$ cat src/rtl/coin_credit_unit.sv
`default_nettype none
// =============================================================================
// Module   : coin_credit_unit
// Brief    : Vending-machine payment front end: coin edge detect, credit,
//            price compare, debit on vend completion, change/refund pulses.
//            Optional input synchronizers enabled by macro COIN_SYNC_EN.
// Revision : 1.0 - initial release
// =============================================================================
module coin_credit_unit #(
  parameter int MAX_CREDIT = 7,
  parameter int CHG_GAP    = 1
) (
  input  logic       CLK,
  input  logic       RESET,
  input  logic       COIN1,
  input  logic       COIN2,
  input  logic       CANCEL,
  input  logic [3:0] SA,
  input  logic       VEND_ACK,
  input  logic       VEND_DONE,
  output logic [2:0] CIN,
  output logic       E,
  output logic       CHG,
  output logic       REJ,
  output logic       BUSY
);

  localparam logic [2:0] c_IDLE    = 3'd0;
  localparam logic [2:0] c_COLLECT = 3'd1;
  localparam logic [2:0] c_READY   = 3'd2;
  localparam logic [2:0] c_VEND    = 3'd3;
  localparam logic [2:0] c_PAYOUT  = 3'd4;

  localparam logic [3:0] c_MAX = 4'(MAX_CREDIT);
  localparam logic [2:0] c_GAP = 3'(CHG_GAP);

  logic [2:0] w_raw;
  logic [2:0] w_lvl;
  assign w_raw = {CANCEL, COIN2, COIN1};

`ifdef COIN_SYNC_EN
  logic [2:0] r_sync1;
  logic [2:0] r_sync2;
  always_ff @(posedge CLK or negedge RESET) begin
    if (!RESET) begin
      r_sync1 <= '0;
      r_sync2 <= '0;
    end else begin
      r_sync1 <= w_raw;
      r_sync2 <= r_sync1;
    end
  end
  assign w_lvl = r_sync2;
`else
  assign w_lvl = w_raw;
`endif

  logic [2:0] r_hist;
  always_ff @(posedge CLK or negedge RESET) begin
    if (!RESET) r_hist <= '0;
    else        r_hist <= w_lvl;
  end

  logic [2:0] w_edge;
  logic       w_coin1, w_coin2, w_cancel, w_any_coin;
  assign w_edge     = w_lvl & ~r_hist;
  assign w_coin1    = w_edge[0];
  assign w_coin2    = w_edge[1];
  assign w_cancel   = w_edge[2];
  assign w_any_coin = w_coin1 | w_coin2;

  logic [2:0] r_state, r_credit, r_price, r_gap;
  logic       r_chg, r_rej, r_e, r_busy;

  logic [3:0] w_sum, w_price4;
  logic [2:0] w_price, w_left;
  logic       w_fits, w_afford, w_open, w_unused;

  // SA[2] does not take part in pricing
  assign w_unused   = SA[2];
  assign w_sum      = {1'b0, r_credit} + {2'b00, w_coin2, w_coin1};
  assign w_fits     = (w_sum <= c_MAX);
  assign w_price4   = 4'd4 + {2'b00, SA[1:0]};
  assign w_price    = (w_price4 > 4'd7) ? 3'd7 : w_price4[2:0];
  assign w_afford   = SA[3] && (r_credit >= w_price);
  assign w_left     = r_credit - r_price;
  assign w_open     = (r_state == c_IDLE) || (r_state == c_COLLECT) || (r_state == c_READY);

  logic [2:0] w_state_nxt, w_credit_nxt, w_price_nxt, w_gap_nxt;
  logic       w_chg_nxt, w_rej_nxt;

  always_comb begin
    w_state_nxt  = r_state;
    w_credit_nxt = r_credit;
    w_price_nxt  = r_price;
    w_gap_nxt    = r_gap;
    w_chg_nxt    = 1'b0;
    w_rej_nxt    = 1'b0;

    // Deposits only count while no sale or payout is in progress
    if (w_open) begin
      if (w_any_coin) begin
        if (w_fits) w_credit_nxt = w_sum[2:0];
        else        w_rej_nxt    = 1'b1;
      end
    end else begin
      w_rej_nxt = w_any_coin;
    end

    case (r_state)
      c_IDLE: begin
        if (w_any_coin && w_fits) w_state_nxt = c_COLLECT;
      end
      c_COLLECT: begin
        if (w_cancel) begin
          w_state_nxt = c_PAYOUT;
          w_gap_nxt   = '0;
        end else if (w_afford) begin
          w_state_nxt = c_READY;
        end
      end
      c_READY: begin
        if (VEND_ACK) begin
          w_state_nxt = c_VEND;
          w_price_nxt = w_price;
        end else if (w_cancel) begin
          w_state_nxt = c_PAYOUT;
          w_gap_nxt   = '0;
        end else if (!w_afford) begin
          w_state_nxt = c_COLLECT;
        end
      end
      c_VEND: begin
        if (VEND_DONE) begin
          w_credit_nxt = w_left;
          w_gap_nxt    = '0;
          w_state_nxt  = (w_left != 3'd0) ? c_PAYOUT : c_IDLE;
        end
      end
      c_PAYOUT: begin
        // r_gap == 0 marks the cycle where the next unit may be paid
        if (r_gap == 3'd0) begin
          if (r_credit != 3'd0) begin
            w_chg_nxt    = 1'b1;
            w_credit_nxt = r_credit - 3'd1;
            w_gap_nxt    = c_GAP;
          end else begin
            w_state_nxt  = c_IDLE;
          end
        end else begin
          w_gap_nxt = r_gap - 3'd1;
        end
      end
      default: w_state_nxt = c_IDLE;
    endcase
  end

  always_ff @(posedge CLK or negedge RESET) begin
    if (!RESET) begin
      r_state  <= c_IDLE;
      r_credit <= '0;
      r_price  <= '0;
      r_gap    <= '0;
      r_chg    <= 1'b0;
      r_rej    <= 1'b0;
      r_e      <= 1'b0;
      r_busy   <= 1'b0;
    end else begin
      r_state  <= w_state_nxt;
      r_credit <= w_credit_nxt;
      r_price  <= w_price_nxt;
      r_gap    <= w_gap_nxt;
      r_chg    <= w_chg_nxt;
      r_rej    <= w_rej_nxt;
      r_e      <= (w_state_nxt == c_READY);
      r_busy   <= (w_state_nxt == c_VEND) || (w_state_nxt == c_PAYOUT);
    end
  end

  assign CIN  = r_credit;
  assign E    = r_e;
  assign CHG  = r_chg;
  assign REJ  = r_rej;
  assign BUSY = r_busy;

endmodule
`default_nettype wire

$ cat config.mk
export PLATFORM = sky130hd
export DESIGN_NAME = coin_credit_unit
export DESIGN_NICKNAME = d
export VERILOG_FILES = /design/src/rtl/coin_credit_unit.sv
export SDC_FILE = /design/constraint.sdc
export NUM_CORES = 1
export LEC_CHECK = 0
export CAP_MARGIN = 20
export CORE_AREA = 3 3 59 61
export DETAILED_ROUTE_END_ITERATION = 7
export DIE_AREA = 0 0 62 64
export MAX_ROUTING_LAYER = met4
export PLACE_DENSITY = 0.71
export SKIP_LAST_GASP = 1
export SYNTH_ARGS = -nofsm -noshare
export SYNTH_HDL_FRONTEND = slang
export SYNTH_SLANG_ARGS = --single-unit
export TNS_END_PERCENT = 20
$ cat constraint.sdc
create_clock -name CLK -period 2.15 [get_ports CLK]
set_input_delay 0.43 -clock CLK [delete_from_list [all_inputs] [get_ports CLK]]
set_output_delay 0.43 -clock CLK [all_outputs]
set_load 0.01 [all_outputs]
# Word level (Yosys, flattened, before mapping)
# Index checks and enable logic that the tools add are counted.
# totals
register_bits	19
in_bits	11
elab_cells	73
# classes
addsub	5
n_lt_le_gt_ge	3
eq_ne	10
muxes	31
bitwise_logic	3
n_reduce_logical	12
# ops
operator	count
$mux W3	22
$pmux W3 S5	1
$eq A3 B2 Y1 const B	4
$pmux W3 S4	1
$eq A3 B3 Y1 const B	2
$logic_not A3 Y1	2
$mux W1	6
$pmux W3 S2	1
$reduce_bool A3 Y1	2
$sub A3 B1 Y3 const B	2
$add A3 B2 Y4	1
$add A3 B2 Y4 const A	1
$gt A4 B3 Y1 const B	1
$le A4 B3 Y1 const B	1
$ne A2 B2 Y1 const B	2
$reduce_and A4 Y1	1
$reduce_bool A4 Y1	1
$and A3 B3 Y3	1
$eq A3 B1 Y1 const B	1
$ge A3 B3 Y1	1
$logic_or A1 B1 Y1	3
$ne A3 B3 Y1 const B	1
$not A3 Y3	1
$sub A3 B3 Y3	1
other kinds (3)	4

# Logic depth before layout (Yosys ltp)
# Gate-level depths: netlist of the first run.
# depth
ltp_word	11
mapped_depth	9
ltp_nobuf	9

# Least setup slack after synthesis of the first run
# OpenSTA, ideal clock, no wires.
# synth_path
path_kind	flip-flop to flip-flop
startpoint	register r_credit[0], in the netlist CIN[0]
endpoint	register r_busy, in the netlist BUSY
arrival_time_ns	2.072
path_slack_ns	-0.041
stages_incl_launch_ff	10
path_buffers	0
synth_period_minus_slack_ns	2.191
path_cell_list	dfrtp_1 > inv_1 > ha_1 > inv_1 > fa_1 > xnor2_1 > xnor2_1 > a31oi_1 > a311o_2 > o21ba_1
# synth_between
elab_chain_len	8
word_cells_on_any_way	22
# synth_rtl
element	line	source
start, declared	72	logic [2:0] r_state, r_credit, r_price, r_gap;
start signal, assigned	170	r_credit <= w_credit_nxt;
parallel branches: the longest is 5 deep, another holds $add A3 B2 Y4	--	
$pmux W3 S5 *	110	case (r_state)
named net w_state_nxt[2]	89	logic [2:0] w_state_nxt, w_credit_nxt, w_price_nxt, w_gap_nxt;
$eq A3 B2 Y1 / $eq A3 B3 Y1 (equally long branches)	176	r_busy <= (w_state_nxt == c_VEND) || (w_state_nxt == c_PAYOUT);
$logic_or A1 B1 Y1 *	176	
end signal, assigned	176	
end, declared	73	logic r_chg, r_rej, r_e, r_busy;
# Mark *: on every way through the listed nets, which the timed path passes.
# A chain may end at the register's enable or synchronous reset.

# Worst setup path in the final report of the first run
# Same ends and word-level chain as after synthesis.

==> flow_summary_export.csv, run 1 <==
group,metric,value,unit
yosys,netlist_instances,121,
yosys,synth.distinct_cells,38,
worst_setup_path,endpoint,"BUSY$_DFF_PN0_",
placed_design,gp_routability_congestion,0.919,
sta,max-slew-margin-rel,75.1,%
grt,grt-ovfl-total,0,
clock_tree,cts_hold_buf,0,
worst_setup_path,critPathLaunch,"CIN[0]$_DFF_PN0_",
grt,grt_usage,15.0,%
worst_hold_path,hp-class,"in2async",
finish,n_fill_cell,280,
worst_setup_path,crit_arrival,2.26,ns
yosys,postSynthAreaPerCell,9.82,um^2
floorplanning,rows,20,
grt,grt_max_degree,20,
yosys,synth_ff_type,"dfrtp_1",
drt,drt_iter0_markers,20,
worst_setup_path,reg2reg_depth,9,
clock_tree,ctsHtreeMaxLevel,1,
sta,hold_ws,0.445,ns
finish,n_antenna_cell,0,
yosys,yosysWarnings,0,
worst_setup_path,crit_buf_inv,2,
sta,tightestPinTransition,0.369,ns
worst_setup_path,rrSetupSlack,0.09,ns
power_and_ir_drop,p_leak,0.704,nW
power_and_ir_drop,seqPwrFrac,32.2,%
floorplanning,core,3030,um^2
power_and_ir_drop,irDropWorstVdd,624,uV
drt,dr.pass1.iters,5,
drt,post_drt_wl_per_cell,12.4,um
grt,antenna_found_initial,0,
sta,final_max_slew_viol_count,0,
clock_tree,clockBufferDepth,2,
clock_tree,numCtsBuffers,3,
yosys,ys_seq_area_share,40.0,%
finish,postLayoutCellArea,1500,um^2
placed_design,port-buffer-count,16,
sta,clock.fmax,487,MHz
floorplanning,start_util,39.3,%
clock_tree,cts_tree,"done",
worst_setup_path,r2r-end,"BUSY$_DFF_PN0_",
flow_run,cap_violations,0,
drt,antenna_left,0,
grt,grt_pass1_wl,4420,um
drt,via_per_inst,4.98,
power_and_ir_drop,p_int,0.00113,W
sta,period_share,95.6,%
power_and_ir_drop,finalPower,0.00189,W
yosys,synth_edf_count,0,
worst_setup_path,end_kind,"flip-flop",
power_and_ir_drop,power.switching,0.000760,W
sta,rsz0062_at_grt,"no",
worst_setup_path,crit_slowest_cell,"dfrtp_1",
worst_setup_path,worstPathMaxFanout,2,
floorplanning,die_area,3970,um^2
power_and_ir_drop,cellPowerDensity,1260,nW/um^2
yosys,syn_nets,142,
grt,grt_pass1_vias,1020,
power_and_ir_drop,clkPwrFrac,9.5,%
worst_setup_path,r2r-start,"CIN[0]$_DFF_PN0_",
sta,skew,0.00617,ns
worst_setup_path,crit_type,"reg2reg",
worst_setup_path,cp_cell_sequence,"inv_2, ha_1, inv_1, fa_2, xnor2_2, xnor2_1, a31oi_1, a311o_2, o21ba_1",
drt,vias,971,
clock_tree,cts.sinks,19,
placed_design,place_area,1470,um^2
clock_tree,path_clk_slew,0.11,ns
drt,drcViolationCount,0,
finish,synthToLayoutAreaGrowth,26.4,%
sta,fin_crit,2.06,ns
yosys,synth_seq_cells,19,
finish,nets,173,
worst_setup_path,crit_required,2.35,ns
worst_setup_path,max_stage_delay,0.40,ns
yosys,netlist_area,1190,um^2
worst_setup_path,critPathTopFamily,"compound AO/OA/AOI/OAI gates",
finish,drive_gt1_share,19.9,%
floorplanning,fp.dieW,62,um
yosys,async_reset_ff_share,100,%
drt,wl,2420,um
sta,hold_viol,0,
placed_design,dp_hpwl,1990,um
worst_setup_path,start_kind,"flip-flop",
sta,setup_violations,0,
floorplanning,fp.dieH,64,um
run_status,status,"completed",
floorplanning,pin_count,18,
clock_tree,insertion_delay,0.30,ns
clock_tree,cts_root_buf,"clkbuf_4",
power_and_ir_drop,pwr-share-comb,58.3,%
power_and_ir_drop,switching_share,40.3,%
worst_setup_path,path_depth,9,
[state kept, by name (all words and copies together) (netlist names)]
name / flops
CHG: 1
CIN: 3
BUSY: 1
REJ: 1
E: 1
r_hist: 3
r_state: 3
r_price: 3
r_gap: 3
[layout by cell type, fill, tap and decap left out, types with 2 or more instances in the layout]
cell type	Yosys	routed
maj3_1	2	2
mux2i_1	3	3
and3_1	2	2
a21oi_1	8	8
buf_4	0	13
dfrtp_1	19	19
nand2_1	8	8
o21ai_0	8	8
inv_1	14	13
and2b_2	2	2
o221ai_1	2	2
clkbuf_4	0	3
nor2b_1	2	2
nor2_1	7	7
xnor2_1	4	3
nand2b_1	3	3
clkdlybuf4s50_1	0	16
nand3_1	3	3
ha_1	9	9
or3_1	3	3
[routing by layer]
metal  global-route usage (%)  part of all wire (%)  vias up
met1                     17.8                    43      466
met3                     5.45                   5.4        2
met2                     23.6                    51       21
met4                     3.98                  0.41        0
met5                        -                     0        -
li1                         -                     -      482
[power by group through the flow]
stage	Sequential, W	Clock, W	Combinational [W]
3_3_place_gp	0.000610	0	0.00102
5_1_grt	0.000632	0.000204	0.00125
6_report	0.000608	0.000179	0.00110
2_1_floorplan	0.000589	0	0.000747
4_1_cts	0.000609	0.000188	0.00111
3_5_place_dp	0.000615	0	0.00106
[cell type report]
cell class / count / area (um^2) / share of cell area, %
inverters: 14 / 52.6 / 3.50
clock buffers: 3 / 22.5 / 1.50
repair buffers: 29 / 258 / 17.2
flip-flops and latches: 19 / 475 / 31.6
well taps: 44 / 55.1 / 3.66
clock inverters: 1 / 5.00 / 0.333
multi-input cells: 85 / 634 / 42.2
[worst min-delay path by stage]
stage	startpoint	endpoint	depth (start not counted)
after global routing	RESET	r_hist[1]$_DFF_PN0_	2
after global placement	r_gap[1]$_DFFE_PN0P_	r_gap[1]$_DFFE_PN0P_	1
after detailed placement	r_gap[1]$_DFFE_PN0P_	r_gap[1]$_DFFE_PN0P_	1
after floorplan	RESET	BUSY$_DFF_PN0_	0
final	RESET	r_state[2]$_DFF_PN0_	2
after CTS	RESET	r_hist[1]$_DFF_PN0_	2
[synthesized netlist by cell type, drive strengths merged (2+ instances only)]
cell    instances  share of area, %
buf             2               1.9
and2b           2               1.5
a21oi           8               3.4
maj3            2               1.7
ha              9               9.5
inv            14               4.4
o21ai           8               3.4
nand3           3               1.3
mux2i           3               2.5
dfrtp          19                40
nor2b           2               1.1
o221ai          2               1.5
nand2           8               2.5
and3            2               1.1
xnor2           4               2.9
nand2b          3               1.6
or3             3               1.6
nor2            7               2.2
[cells by family after synthesis]
family          after synthesis  synth area share (%)
compound gates               29                  16.6
xor+xnor                      4                  2.95
fa+ha+maj                    12                  12.8
buf+inv                      17                  7.47
flops                        19                  40.0
mux                           4                  3.47
simple gates                 36                  16.6
[repair_timing]
action | 4_1_cts | 5_1_grt
setup endpoints to repair | 1 | 1
setup buffers | 1 | 0
gates resized for setup | 1 | 0
pin swaps | 1 | 1
[per-stage QoR]
| step | std cells | worst slack (ns) | setup TNS (ns) | util, % |
|---|---|---|---|---|
| detailed placement | 190 | -0.190 | -0.755 | 48.4 |
| finish | 195 | 0.0946 | 0 | 49.6 |
| floorplan | 121 | 0.0410 | 0 | - |
| CTS | 195 | 0.0500 | 0 | 49.6 |
| global route | 195 | 0.0137 | 0 | 49.6 |
| global placement | 190 | -0.121 | -0.369 | 48.4 |
(Power assumes the default switching activity.)
==> run 2, diff against run 1 <==
--- a/config.mk
+++ b/config.mk
@@ -6,11 +6,11 @@
 export NUM_CORES = 1
 export LEC_CHECK = 0
 export CAP_MARGIN = 20
-export CORE_AREA = 3 3 59 61
+export CORE_AREA = 3 3 55 57
 export DETAILED_ROUTE_END_ITERATION = 7
-export DIE_AREA = 0 0 62 64
+export DIE_AREA = 0 0 58 60
 export MAX_ROUTING_LAYER = met4
-export PLACE_DENSITY = 0.71
+export PLACE_DENSITY = 0.79
 export SKIP_LAST_GASP = 1
 export SYNTH_ARGS = -nofsm -noshare
 export SYNTH_HDL_FRONTEND = slang
==> run 2 against run 1 <==
Effect of this change:
- power decreased by 0.53%
- count of clock-buffer cells in the layout increased by 1
- die area decreased by 12%
- critical endpoint unchanged
==> flow_summary_export.csv, run 2 (synthesis results as in run 1) <==
group,metric,value,unit
worst_hold_path,hp-class,"in2async",
drt,vias,974,
power_and_ir_drop,cellPowerDensity,1270,nW/um^2
placed_design,dp_hpwl,2000,um
clock_tree,clockBufferDepth,2,
power_and_ir_drop,finalPower,0.00188,W
clock_tree,cts_hold_buf,0,
sta,tightestPinTransition,0.475,ns
sta,period_share,94.6,%
grt,grt_usage,16.8,%
power_and_ir_drop,p_leak,0.696,nW
drt,post_drt_wl_per_cell,13.7,um
worst_setup_path,worstPathMaxFanout,2,
worst_setup_path,start_kind,"flip-flop",
drt,drt_iter0_markers,24,
worst_setup_path,crit_arrival,2.24,ns
worst_setup_path,end_kind,"flip-flop",
grt,grt_max_degree,20,
sta,finalSetupTns,0,ns
placed_design,port-buffer-count,16,
grt,grt_pass1_wl,4280,um
grt,grt_pass1_vias,1017,
grt,antenna_found_initial,0,
grt,grt-ovfl-total,0,
placed_design,gp_routability_congestion,0.942,
drt,via_per_inst,5.41,
sta,skew,0.00303,ns
sta,max-slew-margin-rel,67.9,%
sta,clock.fmax,492,MHz
sta,fin_crit,2.03,ns
grt,grt_busiest_layer,"met2",
drt,dr.pass1.iters,5,
clock_tree,numCtsBuffers,3,
finish,final_common_cell,"dfrtp_1",
floorplanning,die_area,3480,um^2
sta,setup_violations,0,
drt,antenna_left,0,
worst_setup_path,crit_type,"reg2reg",
floorplanning,rows,18,
drt,wl,2470,um
worst_setup_path,crit_required,2.35,ns
clock_tree,path_clk_slew,0.11,ns
grt,grt_use_met2,30.3,%
drt,drcViolationCount,0,
clock_tree,cts.sinks,19,
clock_tree,cts_root_buf,"clkbuf_4",
finish,n_antenna_cell,0,
sta,final_max_slew_viol_count,0,
clock_tree,cts_tree,"done",
grt,grt.met3_usage,2.59,%
finish,nets,172,
clock_tree,ctsHtreeMaxLevel,1,
sta,hold_viol,0,
flow_run,cap_violations,0,
finish,final_cell_mix,"dfrtp_1 (19), clkdlybuf4s50_1 (16), inv_1 (13)",
floorplanning,start_util,47.1,%
clock_tree,insertion_delay,0.30,ns
grt,met1_usage,18.8,%
floorplanning,fp.dieH,60,um
finish,drive_gt1_share,18.7,%
finish,synthToLayoutAreaGrowth,24.2,%
sta,rsz0062_at_grt,"no",
run_status,status,"completed",
power_and_ir_drop,irDropWorstVdd,845,uV
floorplanning,fp.dieW,58,um
floorplanning,pin_count,18,
floorplanning,core,2520,um^2
run 2: changes by cell type in the layout (fill, tap and decap cells not counted), sizes merged:
cell	delta
clkinv	-1
buf	-1
clkbuf	+1
run 2: report_power, final:
group / internal (W) / leakage, nW / switching, W
Clock: 0.0000723 / 0.0150 / 0.000113
Sequential: 0.000480 / 0.238 / 0.000131
Combinational: 0.000565 / 0.443 / 0.000517
run 2: final cells by class:
type                    instances  area, um^2
repair buffers                 28         250
well taps                      30        37.5
clock buffers                   4        26.3
flip-flops and latches         19         475
multi-input cells              85         634
inverters                      14        52.6
fillers                       224        1050
run 2: final timing paths:
check                                           from                    to  slack (ns)  cells past startpoint
worst max-delay path                CIN[0]$_DFF_PN0_        BUSY$_DFF_PN0_        0.12                      9
worst min-delay path                           RESET           E$_DFF_PN0_        0.44                      2
worst max register to register      CIN[0]$_DFF_PN0_        BUSY$_DFF_PN0_        0.12                      9
worst min register to register  r_gap[1]$_DFFE_PN0P_  r_gap[1]$_DFFE_PN0P_        0.51                      1
min in group CLK                r_gap[1]$_DFFE_PN0P_  r_gap[1]$_DFFE_PN0P_        0.51                      1
max in group asynchronous                      RESET   r_hist[1]$_DFF_PN0_        1.50                      2
run 2: critical path: stages (launching register included):
cell     delay (ns)
dfrtp_1        0.40
inv_2          0.06
ha_1           0.14
inv_1          0.05
fa_2           0.35
xnor2_2        0.17
xnor2_1        0.13
a31oi_1        0.11
a311o_2        0.33
o21ba_1        0.19
run 2: stage by stage:
stage / util, % / cells / cell area, um^2 / setup WS, ns / hold slack, ns
after floorplan: - / 121 / 1200 / 0.0410 / 0.134
after global routing: 58.5 / 180 / 1480 / 0.0196 / 0.459
after global placement: 57.1 / 175 / 1440 / -0.142 / 0.478
final: 58.5 / 180 / 1480 / 0.116 / 0.445
after detailed placement: 57.1 / 175 / 1440 / -0.169 / 0.504
after CTS: 58.4 / 180 / 1470 / 0.00539 / 0.450
run 2: timing repair:
action,CTS,global route
gates cloned,0,0
setup buffers,1,0
resized for setup,0,1
pin swaps,1,1
endpoints found under the setup margin,1,1
run 2: layer usage:
layer | routed length (um) | vias to the layer above
met5 | 0 | -
met4 | 33 | 0
met3 | 88 | 4
met2 | 1300 | 21
met1 | 1040 | 468
li1 | - | 481
==> patch, RTL diff (config.mk and constraints of run 2) <==
`MAX_CREDIT`: 7 -> 5.
--- a/src/rtl/coin_credit_unit.sv
+++ b/src/rtl/coin_credit_unit.sv
@@ -7,7 +7,7 @@
 // Revision : 1.0 - initial release
 // =============================================================================
 module coin_credit_unit #(
-  parameter int MAX_CREDIT = 7,
+  parameter int MAX_CREDIT = 5,
   parameter int CHG_GAP    = 1
 ) (
   input  logic       CLK,
Function: changed (Yosys sat finds a counterexample within 4 cycles, from zero or initial values and one cycle with RESET low).
==> patch against run 2 <==
  * Sequential cell count is the same
  * Largest cell class unchanged
  * Wire length rose by 8.6%
  * Largest power group unchanged
  * Power up 9.1%
  * Design area grew 10%
  * Hold slack lost 0.081 ns
  * Utilization rose by 6.1 points
  * Area after synthesis grew 5.3%
  * Worst setup slack worse by 0.033 ns
==> patch: results (changes against run 2) <==
Power
The worst ir drop on vdd is 0.000894 V (+5.8%). The leakage component of the power is 0.752 nW (+8.0%).

Worst setup path
The maximum fanout along the worst path is 3 (+1). The data arrival time of the critical path is 2.27 ns (+0.03 ns). The start point of the critical path is r_hist[1]$_DFF_PN0_.

STA
The normalized max-slew margin was 67.8% (-0.15 points). The post-route clock skew is 0.00449 ns (+0.00146 ns).

GRT
The met1 global-route usage is 20.9% (+2.1 points). The met2 layer usage reported by global route is 30.8% (+0.48 points). The wire length of the first global-routing pass was 4610 um (+7.6%). The largest net degree at the start of global routing is 15 (-25%). The met3 global-route usage is 4.97% (+2.4 points). The global router's overall resource usage is 18.1% (+1.3 points).

Worst hold path
The startpoint identified for the worst hold timing path is COIN2. The worst hold path belongs to the class in2reg.

Synth
By count the netlist is led by sky130_fd_sc_hd__dfrtp_1, sky130_fd_sc_hd__inv_1, sky130_fd_sc_hd__nand2_1. The net count after synthesis is 149 (+4.9%). The number of unique standard cell types used by synthesis is 41 (+7.9%). The sequential fraction of the synthesis area is 38.0% (-2.0 points). After synthesis, the cell types taking the most area are sky130_fd_sc_hd__dfrtp_1, sky130_fd_sc_hd__ha_1, sky130_fd_sc_hd__inv_1.

Drt
The detailed-router iteration count before antenna repair came to 4 (-1). The initial detailed-routing violation count is 48 (+100%). The total number of vias came to 1027 (+5.4%). The routed wire length was 2680 um (+8.6%).

Place
The half-perimeter wire length after detailed placement is 2020 um (+0.83%). The routability congestion estimate from global placement is 0.784 (-17%).

Final layout
The net total in the final layout is 181 (+5.2%). The fraction of final layout cells sized beyond drive strength 1 came to 25.2% (+6.5 points). The total inserted antenna cells is 0 (unchanged).

Run status
The flow ran to the end, and the final reports show no timing, DRC or antenna violations.

Clock network
The root buffer cell chosen for the clock tree is sky130_fd_sc_hd__clkbuf_4. The clock slew seen by the registers of the worst setup and hold paths is 0.11 ns (about the same). At the later pin of the worst-skew pair, clock insertion delay measures between 0.3 and 0.4 ns.

The largest buffer count on any clock path was 2 (unchanged). The number of buffers created by CTS is 3 (unchanged).
==> patch: changes by cell type after synthesis, sizes merged, moves of 3 or more <==
cell and delta:
buf +3, nor3b +3, nor2b +3, or3 -3, nand2 +4
==> patch: report_power, final <==
part           switching (W)  leakage [nW]  internal, W
clock               0.000120        0.0177    0.0000696
sequential          0.000168         0.240     0.000472
combinational       0.000579         0.493     0.000640
total               0.000867         0.752      0.00118
==> patch: final cells by class <==
type                       instances  area [um^2]
timing repair buffer              32          278
inverter                          13         48.8
clock inverter                     1         5.00
multi-input combinational         91          759
tap                               30         37.5
sequential                        19          478
clock buffer                       3         22.5
fill                             216          893
==> patch: final timing paths <==
check	depth (start not counted)	endpoint	slack, ns
max	9	CIN[0]$_DFF_PN0_	0.08
min	1	r_hist[1]$_DFF_PN0_	0.36
max reg2reg	9	CIN[0]$_DFF_PN0_	0.08
min reg2reg	2	r_gap[1]$_DFFE_PN0P_	0.49
max in group asynchronous	2	r_price[2]$_DFFE_PN0P_	1.19
min in group asynchronous	1	r_state[1]$_DFF_PN0_	0.43
==> patch: cell families (layout without fill, tap and decap cells) <==
kind of cell | count (synthesis) | after routing | share of synthesized area, %
xor gates and xnor gates | 5 | 5 | 3.50
muxes | 3 | 3 | 2.50
DFF | 19 | 19 | 38.0
adders and majority gates | 11 | 11 | 11.4
and+or+nand+nor | 45 | 45 | 20.1
AOI/OAI and AO/OA | 27 | 27 | 17.1
buffers and inverters | 18 | 49 | 7.40
==> patch: timing repair <==
item | CTS | global route
setup endpoints to repair | 6 | 3
setup buffers | 2 | 1
resized for setup | 10 | 5
pin swaps | 6 | 4
==> patch: worst max-delay path, stage by stage, from the launching register on <==
cell,delay (ns)
sky130_fd_sc_hd__dfrtp_1,0.42
sky130_fd_sc_hd__nor2b_4,0.14
sky130_fd_sc_hd__xnor2_2,0.14
sky130_fd_sc_hd__ha_4,0.22
sky130_fd_sc_hd__nor2b_4,0.14
sky130_fd_sc_hd__a211oi_4,0.16
sky130_fd_sc_hd__o22ai_2,0.14
sky130_fd_sc_hd__a2111oi_4,0.28
sky130_fd_sc_hd__mux2i_1,0.24
sky130_fd_sc_hd__o21ai_1,0.08
==> patch: layer usage <==
metal  part of all wire, %  wire (um)
met1                    43       1140
met2                    50       1340
met3                   5.2        140
met4                   1.8         47
met5                     0          0
==> patch: through the flow <==
step                area (um^2)  instances  TNS (ns)  setup WS, ns
finish                     1630        189         0        0.0830
global route               1630        189   -0.0526       -0.0349
CTS                        1600        188    -0.145        -0.113
detailed placement         1510        182     -3.00        -0.662
global placement           1510        182     -2.53        -0.550
floorplan                  1250        128    -0.202        -0.157
